--- src/rtl/nn_inference_sequencer_pkg.sv ---
// Shared types and constants for the Iris inference sequencer.
package nn_inference_sequencer_pkg;

  typedef enum logic [2:0] {
    StIdle,
    StStart,
    StWait,
    StCapture,
    StOut
  } nn_seq_state_t;

  // Result class encoding; CLS_NONE marks an aborted inference.
  localparam logic [1:0] CLS_Y1   = 2'd0;
  localparam logic [1:0] CLS_Y2   = 2'd1;
  localparam logic [1:0] CLS_Y3   = 2'd2;
  localparam logic [1:0] CLS_NONE = 2'd3;

endpackage

--- src/rtl/nn_inference_sequencer_if.sv ---
// Sample and result valid/ready streams between host and sequencer.
interface nn_inference_sequencer_if #(
  parameter int unsigned DATA_WIDTH = 8
);
  logic                           s_valid;
  logic                           s_ready;
  logic [4*DATA_WIDTH-1:0]        s_data;
  logic                           r_valid;
  logic                           r_ready;
  logic [1:0]                     r_class;
  logic signed [DATA_WIDTH+5:0]   r_score;
  logic                           r_timeout;

  modport master (
    output s_valid, s_data, r_ready,
    input  s_ready, r_valid, r_class, r_score, r_timeout
  );

  modport slave (
    input  s_valid, s_data, r_ready,
    output s_ready, r_valid, r_class, r_score, r_timeout
  );
endinterface

--- src/rtl/nn_inference_sequencer_argmax3.sv ---
// Combinational signed 3-way max; ties resolve to the lowest index.
module nn_inference_sequencer_argmax3
  import nn_inference_sequencer_pkg::*;
#(
  parameter int unsigned W = 14
) (
  input  logic signed [W-1:0] y1_i,
  input  logic signed [W-1:0] y2_i,
  input  logic signed [W-1:0] y3_i,
  output logic [1:0]          cls_o,
  output logic signed [W-1:0] max_o
);

  // Strict greater-than keeps the earlier index on ties.
  always_comb begin
    cls_o = CLS_Y1;
    max_o = y1_i;
    if (y2_i > max_o) begin
      cls_o = CLS_Y2;
      max_o = y2_i;
    end
    if (y3_i > max_o) begin
      cls_o = CLS_Y3;
      max_o = y3_i;
    end
  end

endmodule

--- src/rtl/nn_inference_sequencer.sv ---
// Host-side sequencer for the 4-6-6-3 Iris network: one inference at a time,
// sample in, En/Run out, wait for layer-3 Ready edge, argmax result out.
module nn_inference_sequencer
  import nn_inference_sequencer_pkg::*;
#(
  parameter int unsigned DATA_WIDTH     = 8,
  parameter int unsigned TIMEOUT_CYCLES = 1024,
  localparam int unsigned TO_W          = $clog2(TIMEOUT_CYCLES + 1)
) (
  input  logic                         clk,
  input  logic                         rst,
  nn_inference_sequencer_if.slave      bus,
  output logic                         nn_en_o,
  output logic                         nn_run_o,
  output logic [DATA_WIDTH-1:0]        nn_x1_o,
  output logic [DATA_WIDTH-1:0]        nn_x2_o,
  output logic [DATA_WIDTH-1:0]        nn_x3_o,
  output logic [DATA_WIDTH-1:0]        nn_x4_o,
  input  logic signed [DATA_WIDTH+5:0] nn_y1_i,
  input  logic signed [DATA_WIDTH+5:0] nn_y2_i,
  input  logic signed [DATA_WIDTH+5:0] nn_y3_i,
  input  logic [2:0]                   nn_ready_bus_i,
  output logic                         busy_o
);

  localparam int unsigned YW = DATA_WIDTH + 6;
  localparam logic [TO_W-1:0] TimerLast = TO_W'(TIMEOUT_CYCLES - 1);
  localparam logic [TO_W-1:0] TimerMax  = TO_W'(TIMEOUT_CYCLES);

  nn_seq_state_t                     state_q;
  logic [3:0][DATA_WIDTH-1:0]        x_q;
  logic [TO_W-1:0]                   timer_q;
  logic                              l3_q;
  logic                              s_ready_q;
  logic                              nn_en_q;
  logic                              nn_run_q;
  logic                              r_valid_q;
  logic [1:0]                        r_class_q;
  logic signed [YW-1:0]              r_score_q;
  logic                              r_timeout_q;

  logic                              l3_edge;
  logic [1:0]                        max_cls;
  logic signed [YW-1:0]              max_val;
  logic                              unused_ready;

  // Only layer 3 signals completion; lower layers are not needed here.
  assign unused_ready = ^nn_ready_bus_i[1:0];
  assign l3_edge      = nn_ready_bus_i[2] & ~l3_q;

  nn_inference_sequencer_argmax3 #(
    .W (YW)
  ) u_argmax (
    .y1_i  (nn_y1_i),
    .y2_i  (nn_y2_i),
    .y3_i  (nn_y3_i),
    .cls_o (max_cls),
    .max_o (max_val)
  );

  // Previous-cycle sample of layer-3 Ready for edge detection.
  always_ff @(posedge clk) begin
    if (rst) begin
      l3_q <= 1'b0;
    end else begin
      l3_q <= nn_ready_bus_i[2];
    end
  end

  // Sequencer FSM with registered outputs.
  always_ff @(posedge clk) begin
    if (rst) begin
      state_q     <= StIdle;
      x_q         <= '0;
      timer_q     <= '0;
      s_ready_q   <= 1'b0;
      nn_en_q     <= 1'b0;
      nn_run_q    <= 1'b0;
      r_valid_q   <= 1'b0;
      r_class_q   <= 2'd0;
      r_score_q   <= '0;
      r_timeout_q <= 1'b0;
    end else begin
      case (state_q)
        StIdle: begin
          if (bus.s_valid && s_ready_q) begin
            x_q       <= bus.s_data;
            s_ready_q <= 1'b0;
            nn_en_q   <= 1'b1;
            nn_run_q  <= 1'b1;
            state_q   <= StStart;
          end else begin
            s_ready_q <= 1'b1;
          end
        end
        StStart: begin
          nn_run_q <= 1'b0;
          timer_q  <= '0;
          state_q  <= StWait;
        end
        StWait: begin
          if (timer_q != TimerMax) begin
            timer_q <= timer_q + 1'b1;
          end
          // An edge in the final cycle still counts as completion.
          if (l3_edge) begin
            state_q <= StCapture;
          end else if (timer_q == TimerLast) begin
            nn_en_q     <= 1'b0;
            r_valid_q   <= 1'b1;
            r_class_q   <= CLS_NONE;
            r_score_q   <= '0;
            r_timeout_q <= 1'b1;
            state_q     <= StOut;
          end
        end
        StCapture: begin
          nn_en_q     <= 1'b0;
          r_valid_q   <= 1'b1;
          r_class_q   <= max_cls;
          r_score_q   <= max_val;
          r_timeout_q <= 1'b0;
          state_q     <= StOut;
        end
        StOut: begin
          if (bus.r_ready) begin
            r_valid_q <= 1'b0;
            s_ready_q <= 1'b1;
            state_q   <= StIdle;
          end
        end
        default: state_q <= StIdle;
      endcase
    end
  end

  assign bus.s_ready   = s_ready_q;
  assign bus.r_valid   = r_valid_q;
  assign bus.r_class   = r_class_q;
  assign bus.r_score   = r_score_q;
  assign bus.r_timeout = r_timeout_q;

  assign nn_en_o  = nn_en_q;
  assign nn_run_o = nn_run_q;
  assign nn_x1_o  = x_q[0];
  assign nn_x2_o  = x_q[1];
  assign nn_x3_o  = x_q[2];
  assign nn_x4_o  = x_q[3];
  assign busy_o   = (state_q != StIdle);

endmodule

--- src/flat_wrapper.sv ---
// flat-port wrapper written by rule: the top's interface ports become plain ports
module nn_inference_sequencer_flat import nn_inference_sequencer_pkg::*;
#(
  parameter int unsigned DATA_WIDTH     = 8,
  parameter int unsigned TIMEOUT_CYCLES = 1024,
  localparam int unsigned TO_W          = $clog2(TIMEOUT_CYCLES + 1)
)
  (clk, rst, nn_en_o, nn_run_o, nn_x1_o, nn_x2_o, nn_x3_o, nn_x4_o, nn_y1_i, nn_y2_i, nn_y3_i, nn_ready_bus_i, busy_o, bus_s_valid, bus_s_data, bus_r_ready, bus_s_ready, bus_r_valid, bus_r_class, bus_r_score, bus_r_timeout);
  nn_inference_sequencer_if #(.DATA_WIDTH(DATA_WIDTH)) bus_i ();
  input  logic clk;
  input  logic rst;
  output logic nn_en_o;
  output logic nn_run_o;
  output logic [DATA_WIDTH-1:0] nn_x1_o;
  output logic [DATA_WIDTH-1:0] nn_x2_o;
  output logic [DATA_WIDTH-1:0] nn_x3_o;
  output logic [DATA_WIDTH-1:0] nn_x4_o;
  input  logic signed [DATA_WIDTH+5:0] nn_y1_i;
  input  logic signed [DATA_WIDTH+5:0] nn_y2_i;
  input  logic signed [DATA_WIDTH+5:0] nn_y3_i;
  input  logic [2:0] nn_ready_bus_i;
  output logic busy_o;
  input wire logic [$bits(bus_i.s_valid)-1:0] bus_s_valid;
  input wire logic [$bits(bus_i.s_data)-1:0] bus_s_data;
  input wire logic [$bits(bus_i.r_ready)-1:0] bus_r_ready;
  output wire logic [$bits(bus_i.s_ready)-1:0] bus_s_ready;
  output wire logic [$bits(bus_i.r_valid)-1:0] bus_r_valid;
  output wire logic [$bits(bus_i.r_class)-1:0] bus_r_class;
  output wire logic [$bits(bus_i.r_score)-1:0] bus_r_score;
  output wire logic [$bits(bus_i.r_timeout)-1:0] bus_r_timeout;
  assign bus_i.s_valid = bus_s_valid;
  assign bus_i.s_data = bus_s_data;
  assign bus_i.r_ready = bus_r_ready;
  assign bus_s_ready = bus_i.s_ready;
  assign bus_r_valid = bus_i.r_valid;
  assign bus_r_class = bus_i.r_class;
  assign bus_r_score = bus_i.r_score;
  assign bus_r_timeout = bus_i.r_timeout;
  nn_inference_sequencer #(.DATA_WIDTH(DATA_WIDTH), .TIMEOUT_CYCLES(TIMEOUT_CYCLES)) u_core (.clk(clk), .rst(rst), .bus(bus_i), .nn_en_o(nn_en_o), .nn_run_o(nn_run_o), .nn_x1_o(nn_x1_o), .nn_x2_o(nn_x2_o), .nn_x3_o(nn_x3_o), .nn_x4_o(nn_x4_o), .nn_y1_i(nn_y1_i), .nn_y2_i(nn_y2_i), .nn_y3_i(nn_y3_i), .nn_ready_bus_i(nn_ready_bus_i), .busy_o(busy_o));
endmodule
--- config.mk ---
export PLATFORM = sky130hd
export DESIGN_NAME = nn_inference_sequencer_flat
export DESIGN_NICKNAME = d
export VERILOG_FILES = /design/src/rtl/nn_inference_sequencer_pkg.sv /design/src/rtl/nn_inference_sequencer_if.sv /design/src/rtl/nn_inference_sequencer_argmax3.sv /design/src/rtl/nn_inference_sequencer.sv /design/src/flat_wrapper.sv
export SDC_FILE = /design/constraint.sdc
export NUM_CORES = 1
export LEC_CHECK = 0
export BUFFER_PORTS_ARGS = -buffer_cell sky130_fd_sc_hd__buf_2
export CORE_MARGIN = 5
export CORE_UTILIZATION = 54
export DETAILED_ROUTE_END_ITERATION = 10
export PLACE_DENSITY = 0.85
export SLEW_MARGIN = 20
export SYNTH_ARGS = -nofsm -noshare
export SYNTH_HDL_FRONTEND = slang
export SYNTH_HIERARCHICAL = 1
export SYNTH_SLANG_ARGS = --single-unit
--- constraint.sdc ---
create_clock -name clk -period 6.3 [get_ports clk]
set_input_delay 0.63 -clock clk [delete_from_list [all_inputs] [get_ports clk]]
set_output_delay 0.63 -clock clk [all_outputs]
set_load 0.005 [all_outputs]
# Word level (Yosys, flattened, before mapping)
# Cells that the tools add are included.
# W data, S select, Z words.
[totals]
ff_bits = 68
wordCells = 78
output_inout_bits = 54
[classes]
n_addsub = 1
reduce_logical = 17
order_cmp = 2
bitwise_logic = 2
eq_ne = 12
n_mux = 30
[op_table]
columns = ["cell", "n"]
rows = [
  ["$mux W14", 4],
  ["$gt A14 B14 Y1", 2],
  ["$pmux W14 S2", 1],
  ["$pmux W11 S2", 1],
  ["$pmux W3 S5", 1],
  ["$mux W3", 4],
  ["$add A11 B1 Y11 const B", 1],
  ["$eq A11 B10 Y1 const B", 1],
  ["$mux W11", 1],
  ["$ne A11 B11 Y1 const B", 1],
  ["$mux W1", 9],
  ["$reduce_bool A3 Y1", 3],
  ["$reduce_and A2 Y1", 4],
  ["$reduce_and A4 Y1", 2],
  ["$reduce_bool A2 Y1", 4],
  ["$eq A3 B2 Y1 const B", 2],
  ["$mux W2", 3],
  ["$ne A2 B1 Y1 const B", 3],
  ["$pmux W1 S2", 3],
  ["$pmux W1 S3", 2],
  ["$reduce_and A3 Y1", 2],
  ["$ne A2 B2 Y1 const B", 2],
  ["$pmux W2 S2", 1],
  ["$eq A3 B1 Y1 const B", 1],
  ["6 further kinds", 6],
]

# Longest topological paths before layout
# Gate-level depths: netlist of run 1.
[depth]
ltp_word = 5
mapped_depth = 18
mapped_depth_nobuf = 16

# Cells and area by module
# The synthesis of run 1 kept the hierarchy.
[by_module_without_submodules]
columns = ["module", "cells_per_inst", "instances", "area_each_um2"]
rows = [
  ["nn_inference_sequencer", 305, 1, 2803.9],
  ["nn_inference_sequencer_argmax3", 134, 1, 1079.8],
]

# Worst setup path before layout of run 1
# OpenSTA, ideal clock, no wires.
[synth_timing]
path_kind = "input-to-reg"
startpoint = "input nn_y1_i[4]"
endpoint = "register u_core.r_score_q[4], in the netlist u_core/bus.r_score[4]"
cell_stages = 17
required_time_ns = 6.230
path_buffers = 2
arrival_time_ns = 3.846
setup_slack_ns = 2.383
path_cell_list = "inv_1 > ha_1 > and4_4 > and3_1 > a22o_1 > a31oi_4 > buf_6 > mux2i_1 > ha_1 > nand4_1 > nor3_1 > o31ai_1 > a31oi_2 > buf_4 > mux2i_1 > nand3_1 > a21oi_1"
[synth_via]
elab_chain_cells = 5
[synth_lines]
columns = ["item", "line", "text"]
rows = [
  ["start: declaration", "flat_wrapper.sv:18", "input logic signed [DATA_WIDTH+5:0] nn_y1_i;"],
  ["$gt A14 B14 Y1", "nn_inference_sequencer_argmax3.sv:18", "if (y2_i > max_o) begin"],
  ["$mux W14 *", "nn_inference_sequencer_argmax3.sv:18", ""],
  ["$gt A14 B14 Y1", "nn_inference_sequencer_argmax3.sv:22", "if (y3_i > max_o) begin"],
  ["$mux W14 *", "nn_inference_sequencer_argmax3.sv:22", ""],
  ["named net u_core.max_val[4]", "nn_inference_sequencer.sv:44", "logic signed [YW-1:0] max_val;"],
  ["$pmux W14 S2 *", "nn_inference_sequencer.sv:84", "case (state_q)"],
  ["end signal: assignment", "nn_inference_sequencer.sv:121", "r_score_q <= max_val;"],
  ["end: declaration", "nn_inference_sequencer.sv:39", "logic signed [YW-1:0] r_score_q;"],
]
# Mark *: on every way through the listed nets, which the timed path passes. The rest lies on a longest branch.
# A chain may end at the register's enable or synchronous reset.

# Worst setup path in the final report of run 1
[layout_timing]
startpoint = "input nn_y1_i[4]"
endpoint = "register u_core.r_score_q[9], in the netlist u_core/bus.r_score[9]"
# Same word-level chain as after synthesis.

==> results of run 1 <==
==> path summary, 6_finish.rpt <==
| kind | start | endpoint | slack [ns] | cells past startpoint |
|---|---|---|---|---|
| setup / recovery | nn_y1_i[4] | u_core/bus.r_score[9] | 1.86 | 17 |
| hold / removal | u_core/nn_run_o | u_core/nn_run_o | 0.47 | 2 |
| setup reg to reg | u_core/state_q[0] | u_core/timer_q[9] | 3.95 | 4 |
| hold reg to reg | u_core/nn_run_o | u_core/nn_run_o | 0.47 | 2 |
==> power groups by stage <==
stage | logic (W) | registers (W) | clock network, W
floorplan | 0.000233 | 0.000488 | 0
global placement | 0.000300 | 0.000499 | 0
detailed placement | 0.000312 | 0.000501 | 0
CTS | 0.000314 | 0.000492 | 0.000384
global route | 0.000350 | 0.000498 | 0.000403
finish | 0.000315 | 0.000493 | 0.000377
==> per-stage QoR <==
step	worst slack (ns)	hold slack, ns
3_3_place_gp	1.61	0.456
6_report	1.86	0.470
5_1_grt	1.49	0.490
3_5_place_dp	1.53	0.450
4_1_cts	1.87	0.474
2_1_floorplan	2.38	0.461
==> worst max-delay path, stage by stage <==
cell and delay [ns]:
sky130_fd_sc_hd__buf_2 0.09, sky130_fd_sc_hd__inv_1 0.04, sky130_fd_sc_hd__ha_1 0.30, sky130_fd_sc_hd__and4_4 0.20, sky130_fd_sc_hd__and3_1 0.18, sky130_fd_sc_hd__a22o_1 0.23
sky130_fd_sc_hd__a31oi_4 0.57, sky130_fd_sc_hd__mux2i_1 0.21, sky130_fd_sc_hd__ha_1 0.36, sky130_fd_sc_hd__nand4_1 0.14, sky130_fd_sc_hd__nor3_1 0.30, sky130_fd_sc_hd__o31ai_1 0.14
sky130_fd_sc_hd__a31oi_2 0.47, sky130_fd_sc_hd__buf_4 0.30, sky130_fd_sc_hd__mux2i_1 0.24, sky130_fd_sc_hd__nand3_1 0.11, sky130_fd_sc_hd__a21oi_1 0.19
==> cells in the mapped netlist, types with 2 or more instances <==
library cell and count:
sky130_fd_sc_hd__a211oi_1 2, sky130_fd_sc_hd__a21o_1 4, sky130_fd_sc_hd__a21oi_1 27, sky130_fd_sc_hd__a31o_2 2
sky130_fd_sc_hd__a31oi_1 3, sky130_fd_sc_hd__buf_2 2, sky130_fd_sc_hd__buf_4 2, sky130_fd_sc_hd__buf_6 4
sky130_fd_sc_hd__clkbuf_1 15, sky130_fd_sc_hd__dfxtp_1 68, sky130_fd_sc_hd__ha_1 30, sky130_fd_sc_hd__inv_1 38
sky130_fd_sc_hd__mux2i_1 58, sky130_fd_sc_hd__nand2_1 15, sky130_fd_sc_hd__nand2b_1 5, sky130_fd_sc_hd__nand3_1 24
sky130_fd_sc_hd__nand4_1 4, sky130_fd_sc_hd__nor2_1 47, sky130_fd_sc_hd__nor2b_1 10, sky130_fd_sc_hd__nor3_1 8
sky130_fd_sc_hd__nor4_1 6, sky130_fd_sc_hd__nor4b_1 2, sky130_fd_sc_hd__o21a_1 3, sky130_fd_sc_hd__o21ai_0 23
sky130_fd_sc_hd__o221a_2 2, sky130_fd_sc_hd__o31ai_1 2, sky130_fd_sc_hd__or3_1 4, sky130_fd_sc_hd__xnor2_1 6
==> logic make-up (layout without fill, tap and decap cells) <==
group,count (synthesis),after routing,synth area share [%]
adders and majority gates,30,30,9.66
buffers and inverters,61,186,6.93
muxes,60,60,15.6
xor gates and xnor gates,6,6,1.35
and+or+nand+nor,136,136,17.9
DFF,68,68,35.1
AOI/OAI and AO/OA,78,78,13.5
==> state kept, by name (all words and copies together) (netlist names) <==
name	count
u_core/bus.r_score	14
u_core/timer_q	11
u_core/nn_x1_o	8
u_core/nn_x2_o	8
u_core/nn_x3_o	8
u_core/nn_x4_o	8
u_core/state_q	3
u_core/bus.r_class	2
u_core/bus.r_timeout	1
u_core/bus.r_valid	1
u_core/bus.s_ready	1
u_core/l3_q	1
u_core/nn_en_o	1
u_core/nn_run_o	1
==> layout make-up <==
type / instances / area [sq um] / area share, %
Clock buffer: 10 / 128 / 2.68
Timing Repair Buffer: 133 / 668 / 14.0
Sequential cell: 68 / 1360 / 28.6
Multi-Input combinational cell: 310 / 2260 / 47.4
Tap cell: 99 / 124 / 2.60
Clock inverter: 5 / 77.6 / 1.63
Inverter: 38 / 143 / 3.00
==> layer usage <==
metal / wire, microns / GRT usage (%) / up-vias
met5: 0 / 0 / -
met4: 231 / 6.37 / 0
met3: 541 / 5.34 / 24
met2: 5300 / 39.6 / 115
met1: 4020 / 26.9 / 1696
li1: - / - / 1783
==> cell usage in the layout, fill, tap and decap left out, types with 2 or more instances in the layout <==
cell,n
sky130_fd_sc_hd__buf_2,132
sky130_fd_sc_hd__dfxtp_1,68
sky130_fd_sc_hd__mux2i_1,58
sky130_fd_sc_hd__nor2_1,47
sky130_fd_sc_hd__inv_1,38
sky130_fd_sc_hd__ha_1,30
sky130_fd_sc_hd__a21oi_1,27
sky130_fd_sc_hd__nand3_1,24
sky130_fd_sc_hd__o21ai_0,23
sky130_fd_sc_hd__nand2_1,15
sky130_fd_sc_hd__clkbuf_8,9
sky130_fd_sc_hd__nor2b_1,9
sky130_fd_sc_hd__nor3_1,8
sky130_fd_sc_hd__xnor2_1,6
sky130_fd_sc_hd__nor4_1,6
sky130_fd_sc_hd__nand2b_1,5
sky130_fd_sc_hd__or3_1,4
sky130_fd_sc_hd__nand4_1,4
sky130_fd_sc_hd__a21o_1,4
sky130_fd_sc_hd__a31oi_1,3
sky130_fd_sc_hd__o21a_1,3
sky130_fd_sc_hd__bufinv_16,2
sky130_fd_sc_hd__clkinv_2,2
sky130_fd_sc_hd__o221a_2,2
sky130_fd_sc_hd__o31ai_1,2
sky130_fd_sc_hd__a31o_2,2
sky130_fd_sc_hd__nor4b_1,2
sky130_fd_sc_hd__a211oi_1,2
==> metrics.log, run 1 <==
INFO  metric run_status = complete, no violations
INFO  metric initialDrtViolationCount = 216
INFO  metric totalWireLength = 10100 microns
INFO  metric clk_pin_slew = 0.07 ns
INFO  metric detail_route.wl_per_cell = 15.2 microns
INFO  metric setup_viol = 0
INFO  metric clock-root-buffer = sky130_fd_sc_hd__clkbuf_8
INFO  metric worst_slew_margin_relative_to_its_limit = 33.2%
INFO  metric max_cap_viol_count = 0
INFO  metric drcViolationCount = 0
INFO  metric p_int = 0.000821 W
INFO  metric switching_share = 30.8%
INFO  metric std_cell_rows = 31
INFO  metric synth_top_area_share = 35.1%
INFO  metric cts_hold_repair.buffers = 0
INFO  metric grt_overflow = 0
INFO  metric die-area = 8990 sq um
INFO  metric floorplan.die.width = 94.8 microns
INFO  metric route.vias.total = 3618
INFO  metric hold_removal_path_class = register to register
INFO  metric comb_power_share = 26.6%
INFO  metric utilization = 66.7%
INFO  metric netlist_area = 3880 sq um
INFO  metric share_seq_of_total_power = 41.6%
INFO  metric cts_resized = 0
INFO  metric floorplan.io_pins = 135
INFO  metric area_growth_syn_to_layout = 22.5%
INFO  metric post_route_cells_drive_above_1_share = 29.3%
INFO  metric timing.final.hold_violations = 0
INFO  metric wire_length_of_the_first_global_routing_pass = 16200 microns
INFO  metric number_of_synthesized_flops_with_an_enable_pin = 0
INFO  metric worst_setup_path_end_kind = register
INFO  metric final_critical_period = 4.44 ns
INFO  metric gpl.final_weighted_congestion = 0.893
INFO  metric number_of_fillers_in_the_final_layout = 583
INFO  metric grt_use_total = 22.4%
INFO  metric synthDominantAreaCellType = sky130_fd_sc_hd__dfxtp_1
INFO  metric ctsHtreeMaxLevel = 3
INFO  metric detailed_place.area = 4550 sq um
INFO  metric detailedPlacementHpwl = 7610 microns
INFO  metric grt_antenna_before_repair = 0
INFO  metric leakage = 2.27 nW
INFO  metric port_buffers = 132
INFO  metric cts_max_path_buffers = 2
INFO  metric finalNetCount = 671
INFO  metric total_power = 0.00119 W
INFO  metric post-place-cells = 648
INFO  metric clock.fmax = 225 MHz
INFO  metric cts_tree = built
INFO  metric grt_pass1_vias = 3622
INFO  metric max_slew.worst_pin.slew = 1.00 ns
INFO  metric clkPwrFrac = 31.8%
INFO  metric critical_path_class = primary input to register
INFO  metric worst_skew_pair_latency = 0.34 ns
INFO  metric drt_first_pass_iters = 4
INFO  metric cts.sinks = 68
INFO  metric cp.required = 6.55 ns
INFO  metric report.final.slew_viol_count = 0
INFO  metric post_cts.repair.setup_buffers = 0
INFO  metric fin_skew = 0.00567 ns
INFO  metric finalNonFillerCells = 663
INFO  metric chipHeight = 94.8 microns
INFO  metric fin_setup_tns = 0 ns
INFO  metric synthTopCellsByArea = sky130_fd_sc_hd__dfxtp_1 (35%), sky130_fd_sc_hd__mux2i_1 (15%), sky130_fd_sc_hd__ha_1 (9.7%), sky130_fd_sc_hd__nor2_1 (4.5%), sky130_fd_sc_hd__inv_1 (3.7%)
INFO  metric synth_warnings = 6
INFO  metric synth_cell_types = 51
INFO  metric power.switching = 0.000365 W
INFO  metric synth_seq_area_share = 35.1%
INFO  metric postSynth.asyncResetShare = 0%
INFO  metric rsz0062_at_grt = no
INFO  metric routed_via_density = 5.46
INFO  metric numCtsBuffers = 9
INFO  metric timing.final.crit_share = 70.4%
INFO  metric final_cell_area = 4760 sq um
INFO  metric coreArea = 7140 sq um
INFO  metric synth-main-ff-cell = sky130_fd_sc_hd__dfxtp_1
INFO  metric antenna_violating_nets_post_route = 0
INFO  metric avgSynthCellArea = 8.85 sq um
INFO  metric grt_max_degree = 56
INFO  metric critPathMaxFanout = 15
INFO  metric start_util = 54.4%
INFO  metric worst_setup_path_start_kind = primary input
INFO  metric synth_nets = 550
INFO  metric syn_inst = 439
INFO  metric ys_ff_latch = 68
INFO  metric pwr_density_cell = 249 nW/um^2
INFO  metric insertedDiodeCount = 0
INFO  metric timing.critical_path.arrival = 4.69 ns
INFO  metric peakVddDrop = 0.000106 V
No activity file was read; power rests on OpenSTA's default activity.
==> inputs of run 2 (changes only) <==
- ABC_AREA: not set -> 1
- CORE_UTILIZATION: 54 -> 47
- PLACE_DENSITY: 0.85 -> 0.78
- clock period: 6.3 -> 3.9 ns (I/O delays scaled with it)
==> run 2 against run 1 <==
Compared with the run above:
- combinational power rose to 3.0 times the previous value
- sequential share of layout area is 1.8 points lower
- setup slack worse by 1.4 ns
- largest power group is now combinational logic
- clock-buffer cell count is the same
- highest routed layer unchanged
- synthesized cell count rose by 37%
- synthesized area grew 8.2%
- via count increased by 16%
- first-iteration DRC count is 0.46% higher
==> metrics.log, run 2 <==
INFO  metric drt_first_pass_iters = 5 (+1)
INFO  metric pwr_density_cell = 475 nW/um^2 (+91%)
INFO  metric synthDominantAreaCellType = sky130_fd_sc_hd__dfxtp_1
INFO  metric leakage = 2.69 nW (+18%)
INFO  metric synth_cell_types = 35 (-31%)
INFO  metric critical_path_class = primary input to register
INFO  metric worst_path_most_repeated_cell = sky130_fd_sc_hd__nand2_1
INFO  metric synth_nets = 713 (+30%)
INFO  metric number_of_fillers_in_the_final_layout = 802 (+38%)
INFO  metric port_buffers = 132 (unchanged)
INFO  metric finalNetCount = 837 (+25%)
INFO  metric gpl.final_weighted_congestion = 0.845 (-5.3%)
INFO  metric critPathSlowestCell = sky130_fd_sc_hd__o21ai_0
INFO  metric max_cap_viol_count = 0 (unchanged)
INFO  metric fin_skew = 0.0186 ns (+0.0130 ns)
INFO  metric drcViolationCount = 0 (unchanged)
INFO  metric syn_inst = 602 (+37%)
INFO  metric grt_overflow = 0 (unchanged)
INFO  metric clock.fmax = 291 MHz
INFO  metric fin_setup_tns = 0 ns (unchanged)
INFO  metric peakVddDrop = 0.000256 V (+140%)
INFO  metric detailedPlacementHpwl = 8460 microns (+11%)
INFO  metric max_slew.worst_pin.slew = 0.957 ns (-0.0448 ns)
INFO  metric timing.rr.start = u_core/state_q[1]
INFO  metric report.final.slew_viol_count = 0 (unchanged)
INFO  metric synth-main-ff-cell = sky130_fd_sc_hd__dfxtp_1
INFO  metric timing.critical_path.arrival = 3.64 ns (-1.05 ns)
INFO  metric cts_max_path_buffers = 2 (unchanged)
INFO  metric avgSynthCellArea = 6.98 sq um (-21%)
INFO  metric critPathMaxFanout = 15 (unchanged)
INFO  metric coreArea = 8720 sq um (+22%)
INFO  metric clk_pin_slew = 0.09 ns (+0.02 ns)
INFO  metric synth_seq_area_share = 32.4% (-2.6 points)
INFO  metric worst_slew_margin_relative_to_its_limit = 36.1% (+2.9 points)
INFO  metric global_route_hottest_layer = met2
INFO  metric worst_setup_path_start_kind = primary input
INFO  metric routed_via_density = 5.00 (-8.3%)
INFO  metric hold_removal_path_class = primary input to register
INFO  metric setup_viol = 0 (unchanged)
INFO  metric rsz0062_at_grt = no
INFO  metric mostFrequentLayoutCells = sky130_fd_sc_hd__nand2_1 (133), sky130_fd_sc_hd__buf_2 (132), sky130_fd_sc_hd__nor2_1 (85), sky130_fd_sc_hd__inv_1 (70), sky130_fd_sc_hd__dfxtp_1 (68)
INFO  metric timing.hold.worst.start = bus_s_data[3]
INFO  metric std_cell_rows = 34 (+9.7%)
INFO  metric path_delay_family = simple AND/OR/NAND/NOR gates
INFO  metric grt_util_met1 = 23.9% (-2.9 points)
INFO  metric cts.sinks = 68 (unchanged)
INFO  metric numCtsBuffers = 9 (unchanged)
INFO  metric post-synth-top-count-cell = sky130_fd_sc_hd__nand2_1
INFO  metric final_critical_period = 3.44 ns
INFO  metric multi_input_comb_area = 2410 sq um (+7.0%)
INFO  metric initialDrtViolationCount = 217 (+0.46%)
INFO  metric synthTopCellsByArea = sky130_fd_sc_hd__dfxtp_1 (32%), sky130_fd_sc_hd__nand2_1 (12%), sky130_fd_sc_hd__ha_1 (8.9%), sky130_fd_sc_hd__nor2_1 (7.6%), sky130_fd_sc_hd__inv_1 (6.3%)
INFO  metric grtUsageMet3 = 4.25% (-1.1 points)
INFO  metric floorplan.die.width = 105 microns (+10%)
INFO  metric pre_cts_slack = 0.169 ns (-1.36 ns)
INFO  metric timing.final.ws_setup = 0.464 ns (-1.40 ns)
INFO  metric wire_length_of_the_first_global_routing_pass = 18000 microns (+11%)
INFO  metric cp.required = 4.11 ns (-2.44 ns)
INFO  metric area_growth_syn_to_layout = 20.7%
INFO  metric utilization = 58.1% (-8.5 points)
INFO  metric totalWireLength = 10900 microns (+7.5%)
INFO  metric grt_use_total = 19.5% (-2.8 points)
INFO  metric synth_warnings = 6 (unchanged)
INFO  metric run_status = complete, no violations
INFO  metric layout_commonest_cell = sky130_fd_sc_hd__nand2_1
INFO  metric layout.area.seq = 1360 sq um (unchanged)
INFO  metric ys_ff_latch = 68 (unchanged)
INFO  metric netlist_area = 4200 sq um (+8.2%)
INFO  metric cp_num_buf_inv = 4 (+1)
INFO  metric ctsHtreeMaxLevel = 3 (unchanged)
INFO  metric post_route_cells_drive_above_1_share = 29.1% (-0.12 points)
INFO  metric insertedDiodeCount = 0 (unchanged)
INFO  metric cts_tree = built
INFO  metric route.vias.total = 4197 (+16%)
INFO  metric grt_pass1_vias = 3927 (+8.4%)
INFO  metric postSynth.asyncResetShare = 0% (unchanged)
INFO  metric worst_setup_path_end_kind = register
INFO  metric start_util = 48.2% (-6.3 points)
INFO  metric timing.final.hold_violations = 0 (unchanged)
INFO  metric synth_top_area_share = 32.4% (-2.6 points)
INFO  metric max_ffs_per_register = 14 (unchanged)
INFO  metric critical_path.startpoint = nn_y1_i[13]
INFO  metric groute.layer.met2.usage = 33.4% (-6.1 points)
INFO  metric detail_route.wl_per_cell = 12.9 microns (-15%)
INFO  metric synth.top_cells.by_count = sky130_fd_sc_hd__nand2_1 (133), sky130_fd_sc_hd__nor2_1 (85), sky130_fd_sc_hd__inv_1 (70)
INFO  metric cts_hold_repair.buffers = 0 (unchanged)
INFO  metric cpPeakStageDelay = 0.41 ns (-0.16 ns)
INFO  metric floorplan.io_pins = 135 (unchanged)
INFO  metric cts_resized = 0 (unchanged)
INFO  metric grt_max_degree = 40 (-29%)
INFO  metric antenna_violating_nets_post_route = 0 (unchanged)
INFO  metric post_cts.repair.setup_buffers = 0 (unchanged)
INFO  metric chipHeight = 105 microns (+10%)
INFO  metric die-area = 10900 sq um (+22%)
INFO  metric grt_antenna_before_repair = 0 (unchanged)
INFO  metric timing.final.crit_share = 88.1%
INFO  metric worst_skew_pair_latency = 0.35 ns (about the same)
INFO  metric clock-root-buffer = sky130_fd_sc_hd__clkbuf_8
INFO  metric number_of_synthesized_flops_with_an_enable_pin = 0 (unchanged)
-- run 2: tightest hold or removal path: stages --
cell                     delay, ns
sky130_fd_sc_hd__buf_2        0.08
sky130_fd_sc_hd__nor2_1       0.03
sky130_fd_sc_hd__nor2_1       0.08
-- run 2: where the power goes --
group          total [W]  switching (W)  internal (W)  leakage, nW
combinational   0.000937       0.000586      0.000351         2.04
clock           0.000569       0.000274      0.000295       0.0927
sequential      0.000904      0.0000694      0.000835        0.554
-- run 2: cell families after synthesis --
| kind of cell | synth area share [%] |
|---|---|
| flip-flops | 32.4 |
| AO/OA/AOI/OAI | 12.5 |
| adder cells (fa/ha/maj) | 8.94 |
| AND/OR/NAND/NOR | 36.1 |
| buffers and inverters | 10.1 |
-- run 2: path summary, 6_finish.rpt --
kind                           end  slack (ns)  cells past startpoint
max reg2reg      u_core/timer_q[0]        1.96                      6
max          u_core/bus.r_class[0]        0.46                     25
min              u_core/nn_x1_o[3]        0.26                      3
min reg2reg     u_core/bus.r_valid        0.45                      2
-- run 2: final cells by class --
type	count	share of cell area, %
Inverter	74	5.48
Sequential cell	68	26.8
Clock inverter	6	1.26
Multi-Input combinational cell	437	47.6
Timing Repair Buffer	136	13.6
Tap cell	108	2.66
Clock buffer	10	2.52
-- run 2: per-layer routing --
layer	vias to the layer above	wire length [microns]
met5	-	0
met4	0	202
met3	16	590
met2	127	5480
met1	1883	4580
li1	2171	-
-- run 2: stage by stage --
stage	hold WS [ns]	cell area (sq um)	cells	power [W]
global route	0.247	5070	839	0.00261
CTS	0.253	5070	839	0.00243
global placement	0.434	4880	823	0.00182
detailed placement	0.439	4880	823	0.00186
finish	0.259	5070	839	0.00241
floorplan	0.445	4200	602	0.00156
